### src/rtl/div_pkg.sv
// Shared types and constants for the sequential divide unit.
// Build option DIV_SIGNED_EN (in div_seq_ctrl) enables signed operation.
package div_pkg;

    typedef enum logic [1:0] {
        IDLE = 2'd0,
        CALC = 2'd1,
        DONE = 2'd2
    } div_state_t;

    localparam int DIV_WIDTH = 32;
    localparam int DIV_CNT_W = 6;

    // Quotient returned for a zero divisor.
    localparam logic [DIV_WIDTH-1:0] DIV_DBZ_Q = {DIV_WIDTH{1'b1}};

endpackage

### src/rtl/div_step.sv
// One radix-2 restoring divide iteration on the concatenated {rem, quo} register.
// Purely combinational; the caller registers the result each cycle.
module div_step #(
    parameter int WIDTH = 32
) (
    input  logic [2*WIDTH-1:0] rq,
    input  logic [WIDTH-1:0]   divisor,
    output logic [2*WIDTH-1:0] rq_next
);

    // Shifted remainder can reach WIDTH+1 bits when the divisor is near full scale.
    logic [WIDTH:0] rem_shifted;
    logic [WIDTH:0] diff;
    logic           ge;

    assign rem_shifted = rq[2*WIDTH-1:WIDTH-1];
    assign diff        = rem_shifted - {1'b0, divisor};
    assign ge          = (rem_shifted >= {1'b0, divisor});

    assign rq_next = {(ge ? diff[WIDTH-1:0] : rem_shifted[WIDTH-1:0]),
                      rq[WIDTH-2:0], ge};

endmodule

### src/rtl/div_seq_ctrl.sv
// Multi-cycle 1-bit-per-cycle restoring divider with pipeline stall/flush handshake.
// Define DIV_SIGNED_EN to enable signed operation via the sign input.
module div_seq_ctrl
    import div_pkg::*;
#(
    parameter int WIDTH = DIV_WIDTH,
    parameter int CNT_W = DIV_CNT_W
) (
    input  logic             clk,
    input  logic             rst_n,
    input  logic             start,
    input  logic             sign,
    input  logic             flush,
    input  logic [WIDTH-1:0] a,
    input  logic [WIDTH-1:0] b,
    output logic             busy,
    output logic             stall,
    output logic             done,
    output logic [WIDTH-1:0] quotient,
    output logic [WIDTH-1:0] remainder
);

    div_state_t         state_reg, state_next;
    logic [CNT_W-1:0]   cnt_reg;
    logic [2*WIDTH-1:0] rq_reg, rq_step;
    logic [WIDTH-1:0]   divisor_reg;
    logic               busy_reg, done_reg;
    logic [WIDTH-1:0]   quotient_reg, remainder_reg;

    logic [WIDTH-1:0]   mag_a, mag_b, quo_fix, rem_fix;
    logic               accept;

`ifdef DIV_SIGNED_EN
    logic q_neg_reg, r_neg_reg;

    assign mag_a   = (sign && a[WIDTH-1]) ? -a : a;
    assign mag_b   = (sign && b[WIDTH-1]) ? -b : b;
    assign quo_fix = q_neg_reg ? -rq_step[WIDTH-1:0] : rq_step[WIDTH-1:0];
    assign rem_fix = r_neg_reg ? -rq_step[2*WIDTH-1:WIDTH] : rq_step[2*WIDTH-1:WIDTH];
`else
    logic unused_sign;

    assign unused_sign = sign;
    assign mag_a       = a;
    assign mag_b       = b;
    assign quo_fix     = rq_step[WIDTH-1:0];
    assign rem_fix     = rq_step[2*WIDTH-1:WIDTH];
`endif

    div_step #(.WIDTH(WIDTH)) u_step (
        .rq      (rq_reg),
        .divisor (divisor_reg),
        .rq_next (rq_step)
    );

    always_comb begin
        state_next = state_reg;
        accept     = 1'b0;
        case (state_reg)
            IDLE: begin
                if (start && !flush) begin
                    accept     = 1'b1;
                    state_next = (b == '0) ? DONE : CALC;
                end
            end
            CALC: begin
                if (cnt_reg == CNT_W'(WIDTH-1)) begin
                    state_next = DONE;
                end
            end
            DONE:    state_next = IDLE;
            default: state_next = IDLE;
        endcase
        // Flush overrides everything, including a final iteration.
        if (flush) begin
            state_next = IDLE;
        end
    end

    always_ff @(posedge clk or negedge rst_n) begin
        if (!rst_n) begin
            state_reg     <= IDLE;
            cnt_reg       <= '0;
            rq_reg        <= '0;
            divisor_reg   <= '0;
            busy_reg      <= 1'b0;
            done_reg      <= 1'b0;
            quotient_reg  <= '0;
            remainder_reg <= '0;
`ifdef DIV_SIGNED_EN
            q_neg_reg     <= 1'b0;
            r_neg_reg     <= 1'b0;
`endif
        end else begin
            state_reg <= state_next;
            busy_reg  <= (state_next != IDLE);
            done_reg  <= (state_next == DONE);
            if (accept) begin
                rq_reg      <= {{WIDTH{1'b0}}, mag_a};
                divisor_reg <= mag_b;
                cnt_reg     <= '0;
`ifdef DIV_SIGNED_EN
                q_neg_reg   <= sign & (a[WIDTH-1] ^ b[WIDTH-1]);
                r_neg_reg   <= sign & a[WIDTH-1];
`endif
                if (b == '0) begin
                    quotient_reg  <= {WIDTH{1'b1}};
                    remainder_reg <= a;
                end
            end else if (state_reg == CALC) begin
                rq_reg  <= rq_step;
                cnt_reg <= cnt_reg + CNT_W'(1);
                if (state_next == DONE) begin
                    quotient_reg  <= quo_fix;
                    remainder_reg <= rem_fix;
                end
            end
        end
    end

    assign busy      = busy_reg;
    assign done      = done_reg;
    assign quotient  = quotient_reg;
    assign remainder = remainder_reg;
    assign stall     = (start && (state_reg == IDLE) && !flush) || (state_reg == CALC);

endmodule

### config.mk
export PLATFORM = sky130hd
export DESIGN_NAME = div_seq_ctrl
export DESIGN_NICKNAME = d
export VERILOG_FILES = /design/src/rtl/div_pkg.sv /design/src/rtl/div_step.sv /design/src/rtl/div_seq_ctrl.sv
export SDC_FILE = /design/constraint.sdc
export NUM_CORES = 1
export LEC_CHECK = 0
export CAP_MARGIN = 20
export CELL_PAD_IN_SITES_DETAIL_PLACEMENT = 1
export CELL_PAD_IN_SITES_GLOBAL_PLACEMENT = 1
export CORE_ASPECT_RATIO = 1.1
export CORE_MARGIN = 2
export CORE_UTILIZATION = 45
export DETAILED_ROUTE_END_ITERATION = 7
export PLACE_DENSITY = 0.83
export SYNTH_ARGS = -nofsm -noshare
export SYNTH_HDL_FRONTEND = slang
export SYNTH_SLANG_ARGS = --single-unit
### constraint.sdc
create_clock -name clk -period 7.9 [get_ports clk]
set_input_delay 1.185 -clock clk [delete_from_list [all_inputs] [get_ports clk]]
set_output_delay 1.185 -clock clk [all_outputs]
set_load 0.02 [all_outputs]
==> summary.md <==
| Metric | Value |
|---|---|
| Post-CTS sizing | 0 |
| Status | finished, final reports clean |
| RSZ-0062 raised after global routing | false |
| Pleak | 0.00497 uW |
| Vias in the first global route | 8364 |
| Worst-case clock skew | 0.00926 ns |
| Critical path class | input pin to primary output |
| CP Max Fanout | 62 |
| Crit path buffers/inverters | 4 |
| Clk pin slew, worst setup/hold paths | 0.07 ns |
| Fmax | 226 MHz |
| Post-CTS Setup Inserts | 0 |
| WL/cell | 19.6 um |
| Clock Sinks | 170 |
| Die footprint | 21200 um^2 |
| Initial Util | 45.8% |
| Largest net degree at the start of global routing | 112 |
| First-pass GRT wire length | 44900 um |
| WP data arrival | 3.24 ns |
| Synthesized area | 9030 um^2 |
| Fin crit period | 4.43 ns |
| CP peak stage delay | 0.58 ns |
| Routed wire length | 27400 um |
| Type of the worst min-delay path | register to register |
| CP endpoint kind | primary output |
| Layout area overhead | 23.1% |
| GRT Total Usage | 26.4% |
| H-tree depth | 4 |
| Syn nets | 1128 |
| Antenna violations before repair | 0 |
| CTS Buffer Depth | 2 |
| Layout cells sized above 1 | 5.59% |
| CP most frequent cell | clkdlybuf4s50_1 |
| Mean Syn Cell Area | 8.81 um^2 |
| Crit-path slowest cell | clkdlybuf4s50_1 |
| FF+latch count, synth | 170 |
| Hpwl dp | 19900 um |
| Total core area | 19700 um^2 |
| Clk_lat worst skew | 0.43 ns |
| Critical Path RT | 6.71 ns |
| Fin util | 56.3% |
| Ys flop type | dfrtp_1 |
| Drt pass-1 iters | 5 |
| Largest register FFs | 64 |
| Max-cap viol count | 0 |
| Worst setup SP type | input pin |
| Std cell rows | 54 |
| PwrDens | 339 nW/um^2 |
| Worst-path cell chain | clkdlybuf4s50_1 > nand2b_1 > a21o_2 > buf_4 > inv_1 > clkdlybuf4s50_1 |
| Relative slew slack | 36.6% |
| Via density | 5.72 |
| Die X | 139 um |
| Grt ovf | 0 |
| Die H | 153 um |
| Fin nets | 1234 |
| DRC | 0 |
| CTS tree | built |
| IO Pins | 136 |
| DRT antenna net count | 0 |
| Initial DRC count | 378 |
| Final setup violation count | 0 |
| Clk root buf | clkbuf_16 |
| Placer Congestion | 0.883 |
| CTS buffer count | 17 |
| Port Buf Inserts | 134 |
| Hold slack | 0.470 ns |
| Worst-margin pin slew | 0.947 ns |
| Max-slew violation count | 0 |
| Worst path top cell family by delay | buffers and inverters |
| TNS Setup | 0 ns |
| Final hold vios | 0 |
| VDD IR-drop max | 0.000186 V |
| N_diodes | 0 |
| Fin crit share | 56.1% |
| CTS Hold Bufs | 0 |
| EDFF count, synth | 0 |
| Post-synthesis sequential area ratio | 47.1% |
| Vias post-DR | 7986 |
| Netlist cell types | 62 |
| Syn. warnings | 0 |
| Cells after Synth | 1025 |
| Async set-or-reset flop fraction in the synthesized netlist | 100% |
==> cells in the mapped netlist, drive strengths merged, types with 3 or more instances <==
cell type  count  area share (%)
nor3          12            0.67
xnor2         17             1.6
mux2i         18             2.0
a311oi         4            0.39
nand4          5            0.35
nand3         28             1.6
o21ai        125             6.9
nand2        216             9.0
o21a          10            0.83
nand2b         6            0.42
xor2          11             1.1
nor4          11            0.83
a21o          14             1.2
or3            5            0.35
a31oi         13            0.90
o31ai         15             1.4
and3           3            0.21
buf            9            0.96
a21oi         55             3.1
o221ai         7            0.68
nor2          53             2.2
mux2           7            0.87
ha            33             4.6
o211ai        24             2.1
inv           56             2.3
dfrtp        170              47
a22oi         15             1.2
clkbuf        48             2.0
a211oi         3            0.25
or2            3            0.21
==> metal layers <==
layer	vias up	GRT usage (%)	part of all wire, %
met5	-	0	0
met4	0	7.55	1.7
met3	39	3.52	3.7
met2	202	43.7	48
met1	3944	36.7	46
li1	3801	-	-
==> worst paths after layout <==
path / start / endpoint / slack [ns] / depth (start not counted)
max: flush / stall / 3.47 / 6
max in group asynchronous: rst_n / rq_reg[39] / 5.75 / 3
min in group asynchronous: rst_n / divisor_reg[5] / 0.62 / 1
min: quotient[22] / quotient[22] / 0.47 / 2
min reg2reg: quotient[22] / quotient[22] / 0.47 / 2
max reg2reg: rq_reg[56] / remainder[4] / 3.80 / 11
==> kinds of logic after synthesis <==
group / synth area share [%]
fa+ha+maj: 4.80
buf+inv: 5.28
compound gates: 20.7
mux: 2.87
xor+xnor: 2.72
flops: 47.1
simple gates: 16.5
==> stage by stage <==
stage / total power, uW / instances / cell area, um^2 / setup WS (ns)
after floorplan: 2400 / 1025 / 9030 / 4.59
after global placement: 2860 / 1363 / 10500 / 3.22
after detailed placement: 2910 / 1363 / 10500 / 3.20
after CTS: 3770 / 1395 / 11100 / 3.47
after global routing: 4020 / 1396 / 11100 / 3.37
final: 3770 / 1396 / 11100 / 3.47
==> layout make-up <==
cell class                 count  area [um^2]
timing repair buffer         144         1440
clock inverter                14          153
inverter                      56          210
multi-input combinational    742         4300
sequential                   170         4250
clock buffer                  18          439
tap                          252          315
fill                        2292         8620
==> tightest hold or removal path: stages (launching register included) <==
cell	delay [ns]
dfrtp_1	0.34
nand2_1	0.05
nand2_1	0.05
==> layout by cell type (no fill, tap or decap), types with 3 or more instances in the layout <==
master	count
clkbuf_16	17
o21a_1	10
or3_1	5
nor3_1	12
ha_1	33
mux2_2	7
a311oi_1	4
o21ai_0	120
mux2i_1	18
a21o_1	13
nor4_1	10
a211oi_1	3
a21oi_1	53
buf_4	9
inv_1	55
inv_6	4
and3_1	3
o211ai_1	23
clkdlybuf4s50_1	133
nand3_1	28
nand2_1	216
nand4_1	5
inv_8	3
nand2b_1	6
a22oi_1	15
o21ai_1	5
nor2_1	52
a31oi_1	13
o221ai_1	7
xnor2_1	17
dfrtp_1	170
o31ai_1	13
xor2_1	11
==> report_power, final <==
part,switching (uW),internal [uW],leakage (uW)
Clock,387,456,0.000286
Sequential,140,1040,0.00214
Combinational,1100,651,0.00254
Power figures use the tool's default switching activity.
